### src/rtl/system_top.sv
// system_top -- Arty board-level top, single sys_clock domain.
//
// Hosts a UART console (8N1, LSB first), a 4-bit LED register and a 4-bit
// DIP-switch input.
// - After each reset release a PROMPT byte is sent.
// - Host bytes 8'h40..8'h4F set the LED register from the low nibble and are
//   echoed back.
// - Byte '?' (8'h3F) is answered with 8'h30 + switches and is not echoed.
// - Every other byte is echoed unchanged.
//
// Ports:
//   sys_clock                 in     1  system clock, rising edge
//   reset                     in     1  synchronous, active-high
//   dip_switches_4bits_tri_i  in     4  DIP switches (asynchronous)
//   led_4bits_tri_io          inout  4  LEDs, always driven
//   usb_uart_rxd              in     1  UART RX from host (asynchronous, idle 1)
//   usb_uart_txd              out    1  UART TX to host (idle 1)
//
// Handshake: rx_valid is a one-cycle strobe with no ready. A response is
// accepted into the one-entry holding register only if that register is
// empty, or is being emptied by the transmitter in the same cycle. Otherwise
// the response is dropped. The transmitter pulls from the holding register
// whenever it is idle and no prompt is pending.
module system_top #(
  parameter int         CLKS_PER_BIT = 868,
  parameter logic [7:0] PROMPT       = 8'h3E
) (
  input  logic       sys_clock,
  input  logic       reset,
  input  logic [3:0] dip_switches_4bits_tri_i,
  inout  wire  [3:0] led_4bits_tri_io,
  input  logic       usb_uart_rxd,
  output logic       usb_uart_txd
);

  localparam int CW = $clog2(CLKS_PER_BIT);
  localparam logic [CW-1:0] BIT_LAST  = CW'(CLKS_PER_BIT - 1);
  localparam logic [CW-1:0] HALF_LAST = CW'(CLKS_PER_BIT / 2 - 1);

  typedef enum logic [2:0] {
    RX_IDLE, RX_START, RX_DATA, RX_STOP, RX_WAIT_HIGH
  } rx_state_t;

  typedef enum logic [1:0] {
    TX_IDLE, TX_START, TX_DATA, TX_STOP
  } tx_state_t;

  // Input synchronisers. The rxd flops reset to the idle level so that
  // leaving reset cannot fake a start bit.
  logic [3:0] dip_s1, dip_s2;
  logic       rx_s1, rx_s2, rx_prev;

  rx_state_t  rx_state;
  logic [CW-1:0] rx_cnt;
  logic [2:0] rx_bit;
  logic [7:0] rx_shift;
  logic [7:0] rx_data;
  logic       rx_valid;

  tx_state_t  tx_state;
  logic [CW-1:0] tx_cnt;
  logic [2:0] tx_bit;
  logic [7:0] tx_shift;

  logic [3:0] led_reg;
  logic [7:0] hold;
  logic       hold_full;
  logic       prompt_pending;

  logic [7:0] resp;
  logic       hold_take;

  assign led_4bits_tri_io = led_reg;

  always_ff @(posedge sys_clock) begin
    if (reset) begin
      dip_s1  <= 4'h0;
      dip_s2  <= 4'h0;
      rx_s1   <= 1'b1;
      rx_s2   <= 1'b1;
      rx_prev <= 1'b1;
    end else begin
      dip_s1  <= dip_switches_4bits_tri_i;
      dip_s2  <= dip_s1;
      rx_s1   <= usb_uart_rxd;
      rx_s2   <= rx_s1;
      rx_prev <= rx_s2;
    end
  end

  // Receiver: the start bit is re-checked at its centre, and every later bit
  // is sampled one full bit period after the previous sample.
  always_ff @(posedge sys_clock) begin
    if (reset) begin
      rx_state <= RX_IDLE;
      rx_cnt   <= '0;
      rx_bit   <= 3'd0;
      rx_shift <= 8'h00;
      rx_data  <= 8'h00;
      rx_valid <= 1'b0;
    end else begin
      rx_valid <= 1'b0;
      case (rx_state)
        RX_IDLE: begin
          rx_cnt <= '0;
          if (rx_prev && !rx_s2) rx_state <= RX_START;
        end
        RX_START: begin
          if (rx_cnt == HALF_LAST) begin
            rx_cnt   <= '0;
            rx_bit   <= 3'd0;
            rx_state <= rx_s2 ? RX_IDLE : RX_DATA;
          end else begin
            rx_cnt <= rx_cnt + 1'b1;
          end
        end
        RX_DATA: begin
          if (rx_cnt == BIT_LAST) begin
            rx_cnt   <= '0;
            rx_shift <= {rx_s2, rx_shift[7:1]};
            rx_bit   <= rx_bit + 3'd1;
            if (rx_bit == 3'd7) rx_state <= RX_STOP;
          end else begin
            rx_cnt <= rx_cnt + 1'b1;
          end
        end
        RX_STOP: begin
          if (rx_cnt == BIT_LAST) begin
            rx_cnt <= '0;
            if (rx_s2) begin
              rx_data  <= rx_shift;
              rx_valid <= 1'b1;
              rx_state <= RX_IDLE;
            end else begin
              // Framing error: drop the byte and wait for the line to idle.
              rx_state <= RX_WAIT_HIGH;
            end
          end else begin
            rx_cnt <= rx_cnt + 1'b1;
          end
        end
        RX_WAIT_HIGH: begin
          if (rx_s2) rx_state <= RX_IDLE;
        end
        default: rx_state <= RX_IDLE;
      endcase
    end
  end

  always_comb begin
    resp = rx_data;
    if (rx_data == 8'h3F) resp = 8'h30 + {4'b0000, dip_s2};
  end

  // The holding register empties only when the idle transmitter has no
  // prompt to send first.
  assign hold_take = (tx_state == TX_IDLE) && !prompt_pending && hold_full;

  // Command decode, holding register and transmitter.
  always_ff @(posedge sys_clock) begin
    if (reset) begin
      led_reg        <= 4'h0;
      hold           <= 8'h00;
      hold_full      <= 1'b0;
      prompt_pending <= 1'b1;
      tx_state       <= TX_IDLE;
      tx_cnt         <= '0;
      tx_bit         <= 3'd0;
      tx_shift       <= 8'h00;
      usb_uart_txd   <= 1'b1;
    end else begin
      if (hold_take) hold_full <= 1'b0;
      if (rx_valid) begin
        if (rx_data[7:4] == 4'h4) led_reg <= rx_data[3:0];
        if (!hold_full || hold_take) begin
          hold      <= resp;
          hold_full <= 1'b1;
        end
      end

      case (tx_state)
        TX_IDLE: begin
          tx_cnt       <= '0;
          usb_uart_txd <= 1'b1;
          if (prompt_pending) begin
            prompt_pending <= 1'b0;
            tx_shift       <= PROMPT;
            usb_uart_txd   <= 1'b0;
            tx_state       <= TX_START;
          end else if (hold_full) begin
            tx_shift     <= hold;
            usb_uart_txd <= 1'b0;
            tx_state     <= TX_START;
          end
        end
        TX_START: begin
          if (tx_cnt == BIT_LAST) begin
            tx_cnt       <= '0;
            tx_bit       <= 3'd0;
            usb_uart_txd <= tx_shift[0];
            tx_state     <= TX_DATA;
          end else begin
            tx_cnt <= tx_cnt + 1'b1;
          end
        end
        TX_DATA: begin
          if (tx_cnt == BIT_LAST) begin
            tx_cnt <= '0;
            if (tx_bit == 3'd7) begin
              usb_uart_txd <= 1'b1;
              tx_state     <= TX_STOP;
            end else begin
              tx_bit       <= tx_bit + 3'd1;
              tx_shift     <= {1'b0, tx_shift[7:1]};
              usb_uart_txd <= tx_shift[1];
            end
          end else begin
            tx_cnt <= tx_cnt + 1'b1;
          end
        end
        TX_STOP: begin
          if (tx_cnt == BIT_LAST) begin
            tx_cnt   <= '0;
            tx_state <= TX_IDLE;
          end else begin
            tx_cnt <= tx_cnt + 1'b1;
          end
        end
        default: tx_state <= TX_IDLE;
      endcase
    end
  end

endmodule

### config.mk
export PLATFORM = sky130hd
export DESIGN_NAME = system_top
export DESIGN_NICKNAME = d
export VERILOG_FILES = /design/src/rtl/system_top.sv
export SDC_FILE = /design/constraint.sdc
export NUM_CORES = 1
export LEC_CHECK = 0
export ABC_AREA = 1
export CELL_PAD_IN_SITES_DETAIL_PLACEMENT = 1
export CELL_PAD_IN_SITES_GLOBAL_PLACEMENT = 1
export CORE_MARGIN = 2
export CORE_UTILIZATION = 45
export DETAILED_ROUTE_END_ITERATION = 8
export PLACE_DENSITY = 0.8
export SYNTH_ARGS = -nofsm -noshare
export SYNTH_HDL_FRONTEND = slang
export SYNTH_SLANG_ARGS = --single-unit
### constraint.sdc
create_clock -name sys_clock -period 1.7 [get_ports sys_clock]
set_input_delay 0.255 -clock sys_clock [delete_from_list [all_inputs] [get_ports sys_clock]]
set_output_delay 0.255 -clock sys_clock [all_outputs]
set_load 0.05 [all_outputs]
== Word-level counts from Yosys, hierarchy flattened ==
Cells that the tools add are included.
Word-level totals
  logic and storage cells: 124
  output and inout port bits: 5
  input bits: 7
  flip-flop bits (word level): 82
Cells by class
  multiplexer cells: 44
  eq/ne operators: 26
  reductions and logical operators: 27
  bitwise logic cells: 2
  add/sub/neg operators: 5
Operator list (number)
  $mux W8: 5
  $mux W3: 12
  $mux W10: 3
  $pmux W10 S3: 1
  $ne A2 B2 Y1 const B: 11
  $add A10 B1 Y10 const B: 2
  $eq A10 B10 Y1 const B: 2
  $pmux W10 S2: 1
  $pmux W8 S2: 1
  $pmux W3 S5: 1
  $mux W2: 7
  $pmux W3 S2: 2
  $eq A10 B9 Y1 const B: 1
  $eq A3 B3 Y1 const B: 3
  $mux W1: 9
  $reduce_and A3 Y1: 3
  $eq A8 B6 Y1 const B: 1
  $pmux W2 S4: 1
  $reduce_and A4 Y1: 2
  $add A6 B4 Y7 const A: 1
  $add A3 B1 Y3 const B: 2
  $eq A3 B2 Y1 const B: 2
  $reduce_and A2 Y1: 3
  $reduce_and A6 Y1: 1
  other kinds (17): 27

== Depth between registers and ports, before layout ==
Gate-level depths: netlist of run 1.
  word-level depth: 6
  mapped depth: 11

== Least setup slack after synthesis of run 1 ==
OpenSTA, ideal clock, no wires.
  path kind: register -> register
  start point: register rx_cnt[0]
  end point: register rx_cnt[6]
  library setup time: 0.109 ns
  arrival time: 1.356 ns
  clock period less this slack: 1.465 ns
  stages on the path, launching flop included: 11
  required time: 1.591 ns
  setup slack: 0.235 ns
  path through: dfxtp_1 ha_1 nand3_1 nor2_2 nand2_2 nand2_1 nand2_4 nand2_1 nand3_1 nand2_1 inv_1
Between the ends
  word-level cells in the longest chain between the ends: 3
RTL lines
  start: declaration: RTL line 54  | logic [CW-1:0] rx_cnt;
  start signal: assignment: RTL line 114  | rx_cnt <= rx_cnt + 1'b1;
  start signal: assignment: RTL line 124  | rx_cnt <= rx_cnt + 1'b1;
  start signal: assignment: RTL line 139  | rx_cnt <= rx_cnt + 1'b1;
  $add A10 B1 Y10, or another cell as far along: RTL line 114, 124, 139
  $mux W10 (on tied branches): RTL line 118, 128, 109
  $pmux W10 S3 *: RTL line 103  | case (rx_state)
Every way passes the cells marked *; elsewhere a longest branch is shown, timed or not.
A chain may end at the register's enable or synchronous reset.

== Worst setup path after layout of run 1 ==
Ends and elaborated chain as after synthesis.

==> metrics.md, run 1 <==
| Metric | Value |
|---|---|
| Status | `finished clean` |
| Num CTS Buffers | `9` |
| IO Count | `12` |
| Most used cell, CP | `nand2_1` |
| Post-synthesis sequential area ratio | `45.2%` |
| Initial DRC count | `88` |
| Die Area | `8800 µm²` |
| Worst Max-Slew Pin Slew | `508 ps` |
| Area Growth Syn to Fin | `14.4%` |
| Kind of critical path | `reg -> reg` |
| Row Count | `32` |
| Flops & latches, synth | `82` |
| Crit path required time | `1950 ps` |
| Cell count after placement | `600` |
| Slew Viols, Final | `0` |
| Final Instance Area | `4150 µm²` |
| Placed cell areas | `3860 µm²` |
| Clock Tree Root | `clkbuf_8` |
| Max rail drop VDD | `733 µV` |
| Layout Nets | `530` |
| Die W | `93.8 µm` |
| Top cells by count, synth | `nand2_1, dfxtp_1, nor2_1` |
| Final Wtd Congestion | `0.830` |
| Largest net degree at the start of global routing | `42` |
| Finish-stage setup viols | `0` |
| DR pass1 iterations | `4` |
| Setup crit end kind | `flop` |
| Layout cells sized above 1 | `12.6%` |
| PortBufs | `7` |
| Hold Slack | `49.6 ps` |
| CP arrival | `1820 ps` |
| Fin crit share | `92.8%` |
| Post-synthesis cell type count | `30` |
| Clock slew at reported path FFs | `90 ps` |
| Fin Setup TNS | `0 ps` |
| Clock latency on the worst-skew pair | `340 ps` |
| Pwr Density | `1260 nW/µm²` |
| Clk sink count | `82` |
| Mapped Cells | `494` |
| Drc violations | `0` |
| Area contributors post-synth | `dfxtp_1, nand2_1, a21oi_1` |
| Syn Area/Cell | `7.35 µm²` |
| Async set-reset flop share out of synthesis | `0%` |
| RSZ-0062 raised after global routing | `yes` |
| Final hold violations | `0` |
| H-Tree Depth | `3` |
| Syn nets | `512` |
| Cell area after synthesis | `3630 µm²` |
| Number of global-route vias before repair | `3064` |
| Leakage power | `1.71 nW` |
| Max incr delay on CP | `400 ps` |
| Core area | `7770 µm²` |
| Finished Layout Cells | `619` |
| Initial antenna violation count | `0` |
| Drt via density | `5.05` |
| CP max stage cell | `dfxtp_2` |
| Ys Warns | `0` |
| Avg WL per Cell | `13.3 µm` |
| Util after Layout | `53.4%` |
| Initial Utilization | `46.7%` |
| Max Cap Viol | `0` |
| Synth top area share | `45.2%` |
| GRT Resource Usage Total | `19.8%` |
| Count leader, synth | `nand2_1` |
| EDFF count, synth | `0` |
| Power Total | `5.24 mW` |
| Predominant post-synthesis flop cell | `dfxtp_1` |
| Final WL | `8220 µm` |
| Crit start category | `flop` |
| Clock skew | `6.90 ps` |
| Headroom to the max-slew limit | `66.1%` |
| Via count | `3129` |
| Cell Chain, Critical Path | `ha_4 -> nand3_1 -> nor2_4 -> nand2_2 -> nand2_1 -> nand2_4 -> nand2_1 -> nand3_1 -> nand2_1 -> inv_1` |
| Global-route wire length before repair | `13900 µm` |
| Largest area contributor in the netlist | `dfxtp_1` |
| Tightest Hold Check Type | `in -> reg` |
| Post-CTS Hold Fix Bufs | `0` |
| Dpl hpwl | `5960 µm` |
| Die Y | `93.8 µm` |
| Max Freq | `634 MHz` |
| Ant diodes | `0` |
| Final worst setup slack | `122 ps` |
| CTS Buffer Depth | `2` |
| Total grt overflow | `0` |
| Tmin final | `1580 ps` |
| Post-place setup slack | `-14.3 ps` |
| Critical Path Fanout Max | `10` |
| Post-route ant nets | `0` |
| TritonCTS clock tree | `done` |
path summary, 6_finish.rpt:
path,end,slack (ps),start,cells past startpoint
max,rx_cnt[6]$_SDFFE_PP0P_,120,rx_cnt[0]$_SDFFE_PP0P_,10
min,led_4bits_tri_io[0]$_SDFFE_PP0P_,50,led_4bits_tri_io[0],2
max reg2reg,rx_cnt[6]$_SDFFE_PP0P_,120,rx_cnt[0]$_SDFFE_PP0P_,10
min reg2reg,dip_s2[2]$_SDFF_PP0_,410,dip_s1[2]$_SDFF_PP0_,2
sequential cells by signal, summed over array words and instances, names as in the netlist, 2 cells and up:
| name | cells |
|---|---|
| rx_cnt | 10 |
| tx_bit | 3 |
| hold | 8 |
| rx_data | 8 |
| tx_state | 2 |
| rx_shift | 8 |
| dip_s1 | 4 |
| rx_bit | 3 |
| rx_state | 3 |
| led_4bits_tri_io | 4 |
| tx_shift | 8 |
| tx_cnt | 10 |
| dip_s2 | 4 |
where the power goes:
group | switching (mW) | internal [mW] | total (mW) | leakage, nW
Combinational | 0.914 | 0.502 | 1.42 | 0.943
Clock | 0.735 | 0.839 | 1.57 | 0.104
Sequential | 0.135 | 2.11 | 2.25 | 0.668
Total | 1.78 | 3.45 | 5.24 | 1.71
per-layer routing:
layer / track usage (%) / routed length (µm)
met2: 34.1 / 3950
met1: 25.3 / 4040
met5: 0 / 0
met4: 5.07 / 64
met3: 3.85 / 168
critical path, delay by kind of cell (launching register included):
family / cells / cell delay, ps
flops: 1 / 400
fa+ha+maj: 1 / 170
simple gates: 8 / 860
buf+inv: 1 / 30
cell usage in the layout (no fill, tap or decap), types with 3 or more instances in the layout:
cell               n
a21oi_1           55
nand3_1           30
nor2_1            63
nand2_1          100
o21ai_1            3
buf_4             10
dfxtp_1           80
clkdlybuf4s50_1    6
o21ai_0           26
nor2_2             4
nor3_1             9
clkinvlp_4         5
or2_2              4
clkbuf_8           9
nand4_1            3
nand2_2            7
inv_2              3
inv_1             56
nand2_4            3
nand3_2            4
ha_1               9
cells by family after synthesis:
group	Yosys count	share of synthesized area [%]
buffers and inverters	73	8.07
DFF	82	45.2
adders and majority gates	11	3.79
and+or+nand+nor	233	29.0
xor gates and xnor gates	1	0.241
AOI/OAI and AO/OA	94	13.7
what timing repair did:
item	4_1_cts	5_1_grt
endpoints found under the hold margin	0	0
resized for setup	2	13
setup endpoints to repair	3	37
setup buffers	0	1
gates cloned	0	2
pin swaps	0	2
area by class of cell:
cell class | count | area [µm²]
well taps | 102 | 128
fillers | 1025 | 3620
repair buffers | 18 | 175
flip-flops and latches | 82 | 1640
clock buffers | 9 | 124
repair inverters | 1 | 7.51
inverters | 60 | 229
clock inverters | 7 | 103
multi-input cells | 340 | 1740
Power figures use the tool's default switching activity.
==> inputs of run 2 (changes only) <==
Settings changed: CELL_PAD_IN_SITES_GLOBAL_PLACEMENT 1 to 2, CORE_UTILIZATION 45 to 35, PLACE_DENSITY 0.8 to 0.79.
==> metrics.md, run 2 (synthesis results as in run 1) <==
| Metric | Value |
|---|---|
| Util after Layout | `41.5% (-12 points)` |
| Finished Layout Cells | `660 (+6.6%)` |
| Most frequent cells in the layout | `nand2_1, dfxtp_1, nor2_1, inv_1, a21oi_1` |
| Num CTS Buffers | `9 (unchanged)` |
| Ant diodes | `0 (unchanged)` |
| Post-route ant nets | `0 (unchanged)` |
| Crit start category | `flop` |
| Tmin final | `1570 ps (-3.92 ps)` |
| Layout cells sized above 1 | `14.3% (+1.7 points)` |
| Cell count after placement | `634 (+5.7%)` |
| Leading registers by flop count | `rx_cnt: 10 flops, tx_cnt: 10 flops` |
| Max Freq | `635 MHz (+0.25%)` |
| Status | `finished clean` |
| Drt via density | `4.75 (-5.9%)` |
| Kind of critical path | `reg -> reg` |
| Die Area | `11200 µm² (+27%)` |
| Number of global-route vias before repair | `3117 (+1.7%)` |
| Clock latency on the worst-skew pair | `350 ps (about the same)` |
| Initial DRC count | `94 (+6.8%)` |
| Crit path required time | `1940 ps (about the same)` |
| Clock Tree Root | `clkbuf_8` |
| Final worst setup slack | `126 ps (+3.92 ps)` |
| Via count | `3138 (+0.29%)` |
| Final Instance Area | `4220 µm² (+1.7%)` |
| Avg WL per Cell | `12.7 µm (-4.6%)` |
| PortBufs | `7 (unchanged)` |
| TritonCTS clock tree | `done` |
| Tightest Hold Check Type | `in -> reg` |
| Max rail drop VDD | `481 µV (-34%)` |
| Fin crit share | `92.6% (-0.23 points)` |
| Headroom to the max-slew limit | `65.1% (-0.99 points)` |
| CTS Buffer Depth | `2 (unchanged)` |
| Total grt overflow | `0 (unchanged)` |
| Power Total | `5.15 mW (-1.6%)` |
| Post-CTS Hold Fix Bufs | `0 (unchanged)` |
| Setup crit end kind | `flop` |
| Drc violations | `0 (unchanged)` |
| Worst Max-Slew Pin Slew | `523 ps (+14.8 ps)` |
| Sw frac | `35.3% (+1.3 points)` |
| Post-place setup slack | `20.2 ps (+34.4 ps)` |
| Clock slew at reported path FFs | `90 ps (about the same)` |
| Initial antenna violation count | `0 (unchanged)` |
| Slew Viols, Final | `0 (unchanged)` |
| Row Count | `37 (+16%)` |
| Global-route wire length before repair | `14400 µm (+3.0%)` |
| Internal Pwr Total | `3.33 mW (-3.5%)` |
| Max Cap Viol | `0 (unchanged)` |
| Placed cell areas | `3900 µm² (+1.1%)` |
| Leakage power | `1.75 nW (+1.9%)` |
| Die W | `106 µm (+13%)` |
| CP arrival | `1810 ps (about the same)` |
| Layout Nets | `537 (+1.3%)` |
| Final WL | `8360 µm (+1.7%)` |
| Initial Utilization | `35.6% (-11 points)` |
| GRT Resource Usage Total | `15.9% (-3.9 points)` |
| Commonest non-fill, non-tap cell in the layout | `nand2_1` |
| Critical Path Fanout Max | `5 (-5)` |
| Clock skew | `11.9 ps (+4.97 ps)` |
| Sequential share of power | `43.7% (+0.8 points)` |
| H-Tree Depth | `3 (unchanged)` |
| Largest net degree at the start of global routing | `42 (unchanged)` |
| Finish-stage setup viols | `0 (unchanged)` |
| Comb pwr share | `28.0% (+1.0 points)` |
| Core area | `10200 µm² (+31%)` |
| Clock group share of total power | `28.2% (-1.9 points)` |
| Psw | `1.82 mW (+2.0%)` |
| Dpl hpwl | `5920 µm (-0.74%)` |
| Fill count | `1303 (+27%)` |
| Final Wtd Congestion | `0.761 (-8.3%)` |
| DR pass1 iterations | `4 (unchanged)` |
| Die Y | `106 µm (+13%)` |
| Clk sink count | `82 (unchanged)` |
| Final hold violations | `0 (unchanged)` |
| Area Growth Syn to Fin | `16.3%` |
| IO Count | `12 (unchanged)` |
| Pwr Density | `1220 nW/µm² (-3.3%)` |
-- run 2: changes by cell type in the layout (fill, tap and decap cells not counted), moves of 2 or more --
cell	delta
dfxtp_4	+2
buf_4	+8
clkinvlp_4	-2
inv_6	+2
dfxtp_1	-2
nand2_2	+2
-- run 2: worst paths after layout --
| path | startpoint | end | slack, ps | cells after the start |
|---|---|---|---|---|
| setup / recovery | tx_state[1]$_SDFFE_PP0P_ | hold[4]$_SDFFE_PP0P_ | 130 | 10 |
| hold / removal | led_4bits_tri_io[1] | led_4bits_tri_io[1]$_SDFFE_PP0P_ | 40 | 2 |
| setup reg to reg | tx_state[1]$_SDFFE_PP0P_ | hold[4]$_SDFFE_PP0P_ | 130 | 10 |
| hold reg to reg | dip_s1[0]$_SDFF_PP0_ | dip_s2[0]$_SDFF_PP0_ | 410 | 2 |
-- run 2: routing by layer --
| layer | global-route usage, % | part of all wire [%] |
|---|---|---|
| met1 | 20.7 | 50 |
| met2 | 26.5 | 47 |
| met3 | 3.90 | 1.8 |
| met4 | 3.95 | 1.2 |
| met5 | 0 | 0 |
-- run 2: critical path: stages, from the launching register on --
cell        delay (ps)
dfxtp_4            380
inv_1               70
ha_2               190
nand2_1            100
nand2_1             90
nand2_2            110
clkinvlp_4         120
buf_4              150
buf_4              120
nor2_1              80
nor2_1              50
-- run 2: power by group through the flow --
stage | sequential, mW | clock (mW) | combinational (mW)
floorplan | 2.28 | 0 | 1.00
global placement | 2.27 | 0 | 1.31
detailed placement | 2.28 | 0 | 1.35
CTS | 2.24 | 1.54 | 1.36
global route | 2.28 | 1.60 | 1.68
finish | 2.25 | 1.45 | 1.44
-- run 2: final cells by class --
| class | instances | area [µm²] | share of cell area [%] |
|---|---|---|---|
| multi-input cells | 340 | 1740 | 41.1 |
| flip-flops and latches | 82 | 1650 | 39.1 |
| repair buffers | 26 | 235 | 5.57 |
| inverters | 60 | 229 | 5.42 |
| well taps | 136 | 170 | 4.03 |
| clock buffers | 9 | 124 | 2.93 |
| clock inverters | 7 | 76.3 | 1.81 |
-- run 2: through the flow --
step	hold WS [ps]	setup TNS (ps)
after floorplan	359	0
after global placement	390	0
after detailed placement	397	0
after CTS	24.2	0
after global routing	36.1	-15.1
final	42.6	0
-- run 2: repair_timing --
| item | CTS | global route |
|---|---|---|
| pin swaps | 0 | 2 |
| gates resized for setup | 1 | 20 |
| setup endpoints to repair | 1 | 28 |
| buffers inserted | 0 | 9 |
| gates cloned | 0 | 1 |
==> inputs of run 3 (changes only) <==
Settings changed: CORE_UTILIZATION 35 to 31, PLACE_DENSITY 0.79 to 0.71.
==> metrics.md, run 3 (synthesis results as in run 1) <==
| Metric | Value |
|---|---|
| Max Cap Viol | `0 (unchanged)` |
| Ant diodes | `0 (unchanged)` |
| Core area | `11400 µm² (+12%)` |
| Tightest Hold Check Type | `in -> reg` |
| Status | `finished clean` |
| Clock skew | `11.3 ps (-0.593 ps)` |
| Post-route ant nets | `0 (unchanged)` |
| Drc violations | `0 (unchanged)` |
| Final WL | `8360 µm (about the same)` |
| Largest net degree at the start of global routing | `42 (unchanged)` |
| Post-CTS Setup Bufs | `0 (unchanged)` |
| Clock Tree Root | `clkbuf_16` |
| Max Freq | `647 MHz (+1.8%)` |
| Final hold violations | `0 (unchanged)` |
| Comb pwr share | `26.3% (-1.7 points)` |
| Total grt overflow | `0 (unchanged)` |
| Kind of critical path | `reg -> reg` |
| Clock group share of total power | `32.6% (+4.4 points)` |
| Headroom to the max-slew limit | `65.8% (+0.71 points)` |
| Crit start category | `flop` |
| Commonest non-fill, non-tap cell in the layout | `nand2_1` |
| CTS Buffer Depth | `2 (unchanged)` |
| Crit path required time | `1930 ps (about the same)` |
| Fin Setup TNS | `0 ps (unchanged)` |
| Worst Max-Slew Pin Slew | `512 ps (-10.6 ps)` |
| Initial DRC count | `146 (+55%)` |
| Sw frac | `33.3% (-2.0 points)` |
| Leading registers by flop count | `rx_cnt: 10 flops, tx_cnt: 10 flops` |
| Setup crit end kind | `flop` |
| CP Buf/Inv Count | `1 (-3)` |
| Internal Pwr Total | `3.66 mW (+9.9%)` |
| RSZ-0062 raised after global routing | `no` |
| CP arrival | `1780 ps (-30 ps)` |
| Initial Utilization | `31.8% (-3.9 points)` |
| Pwr Density | `1290 nW/µm² (+5.5%)` |
| Area Growth Syn to Fin | `17.4%` |
| Sequential cell area | `1650 µm² (-0.38%)` |
| Tmin final | `1550 ps (-27.9 ps)` |
| Clk sink count | `82 (unchanged)` |
| Die W | `112 µm (+6.0%)` |
| Delay-heaviest family, CP | `simple AND/OR/NAND/NOR gates` |
| Psw | `1.83 mW (+0.35%)` |
| Most used cell, CP | `nand2_1` |
| PortBufs | `7 (unchanged)` |
| Num CTS Buffers | `9 (unchanged)` |
| Die Y | `112 µm (+6.0%)` |
| Multi-input logic area | `1750 µm² (+0.58%)` |
| Power Total | `5.49 mW (+6.5%)` |
| Finish-stage setup viols | `0 (unchanged)` |
| Global-route wire length before repair | `14800 µm (+3.3%)` |
| Number of global-route vias before repair | `3152 (+1.1%)` |
| Post-place setup slack | `2.46 ps (-17.7 ps)` |
| TritonCTS clock tree | `done` |
| Cell Chain, Critical Path | `ha_4 -> nand3_1 -> nor2_4 -> nand2_2 -> nand2_1 -> nand2_4 -> nand2_1 -> nand3_1 -> nand2_1 -> inv_1` |
| GRT Resource Usage Total | `14.3% (-1.6 points)` |
| Slew Viols, Final | `0 (unchanged)` |
| Leakage power | `1.74 nW (-0.20%)` |
| Dpl hpwl | `6080 µm (+2.7%)` |
| IO Count | `12 (unchanged)` |
| Most frequent cells in the layout | `nand2_1, dfxtp_1, nor2_1, inv_1, a21oi_1` |
| Layout cells sized above 1 | `12.9% (-1.4 points)` |
| Layout Nets | `531 (-1.1%)` |
| Avg WL per Cell | `12.6 µm (-0.12%)` |
| Drt via density | `4.69 (-1.3%)` |
| Via count | `3102 (-1.1%)` |
| Sequential share of power | `41.1% (-2.6 points)` |
| Row Count | `39 (+5.4%)` |
| Final worst setup slack | `154 ps (+27.9 ps)` |
| Fill count | `1435 (+10%)` |
| Die Area | `12600 µm² (+12%)` |
| Fin crit share | `90.9% (-1.6 points)` |
| Critical Path Fanout Max | `10 (+5)` |
| Max rail drop VDD | `748 µV (+56%)` |
| Post-CTS Hold Fix Bufs | `0 (unchanged)` |
| CP max stage cell | `dfxtp_2` |
| Max incr delay on CP | `390 ps (about the same)` |
| Initial antenna violation count | `0 (unchanged)` |
| Clock latency on the worst-skew pair | `340 ps (about the same)` |
| H-Tree Depth | `3 (unchanged)` |
| Clock slew at reported path FFs | `60 ps (-30 ps)` |
| DR pass1 iterations | `4 (unchanged)` |
| Final Wtd Congestion | `0.853 (+12%)` |
[run 3: changes by cell type in the layout (fill, tap and decap cells not counted), moves of 2 or more]
| cell | delta |
|---|---|
| buf_4 | -7 |
| clkinv_2 | +2 |
| clkbuf_16 | +9 |
| dfxtp_4 | -2 |
| inv_6 | -2 |
| clkbuf_8 | -8 |
[run 3: layout make-up]
class	instances	share of cell area (%)
Tap cell	143	4.20
Sequential cell	82	38.6
Clock inverter	5	0.704
Clock buffer	11	5.69
Timing Repair Buffer	19	4.29
Multi-Input combinational cell	340	41.0
Inverter	60	5.37
Timing Repair inverter	1	0.176
[run 3: path summary, 6_finish.rpt]
check / to / cells past startpoint / slack, ps / startpoint
worst max register to register: rx_cnt[6]$_SDFFE_PP0P_ / 10 / 150 / rx_cnt[0]$_SDFFE_PP0P_
worst min register to register: dip_s2[1]$_SDFF_PP0_ / 2 / 400 / dip_s1[1]$_SDFF_PP0_
worst max-delay path: rx_cnt[6]$_SDFFE_PP0P_ / 10 / 150 / rx_cnt[0]$_SDFFE_PP0P_
worst min-delay path: led_4bits_tri_io[0]$_SDFFE_PP0P_ / 2 / 60 / led_4bits_tri_io[0]
[run 3: what timing repair did]
item	CTS	global route
gates cloned	0	2
setup endpoints to repair	3	26
endpoints found under the hold margin	0	0
pin swaps	1	1
resized for setup	1	17
[run 3: power groups by stage]
| stage | logic [mW] | clock network [mW] | registers [mW] |
|---|---|---|---|
| after floorplan | 1.00 | 0 | 2.28 |
| after global placement | 1.35 | 0 | 2.27 |
| after detailed placement | 1.38 | 0 | 2.28 |
| after CTS | 1.39 | 1.86 | 2.24 |
| after global routing | 1.68 | 1.93 | 2.28 |
| final | 1.45 | 1.79 | 2.25 |
[run 3: layer usage]
layer | part of all wire [%] | routed length [µm] | global-route usage [%] | up-vias
met3 | 1.9 | 161 | 3.78 | 7
li1 | - | - | - | 1629
met5 | 0 | 0 | 0 | -
met1 | 54 | 4550 | 20.1 | 1447
met4 | 0.99 | 83 | 4.63 | 0
met2 | 43 | 3570 | 21.4 | 19
[run 3: through the flow]
step	cells	hold slack, ps	area (µm²)	utilization, %
after floorplan	494	359	3630	-
after global placement	643	392	3920	34.4
after detailed placement	643	397	3920	34.4
after CTS	659	52.1	4200	36.8
after global routing	661	51.5	4260	37.3
final	661	61.6	4260	37.3
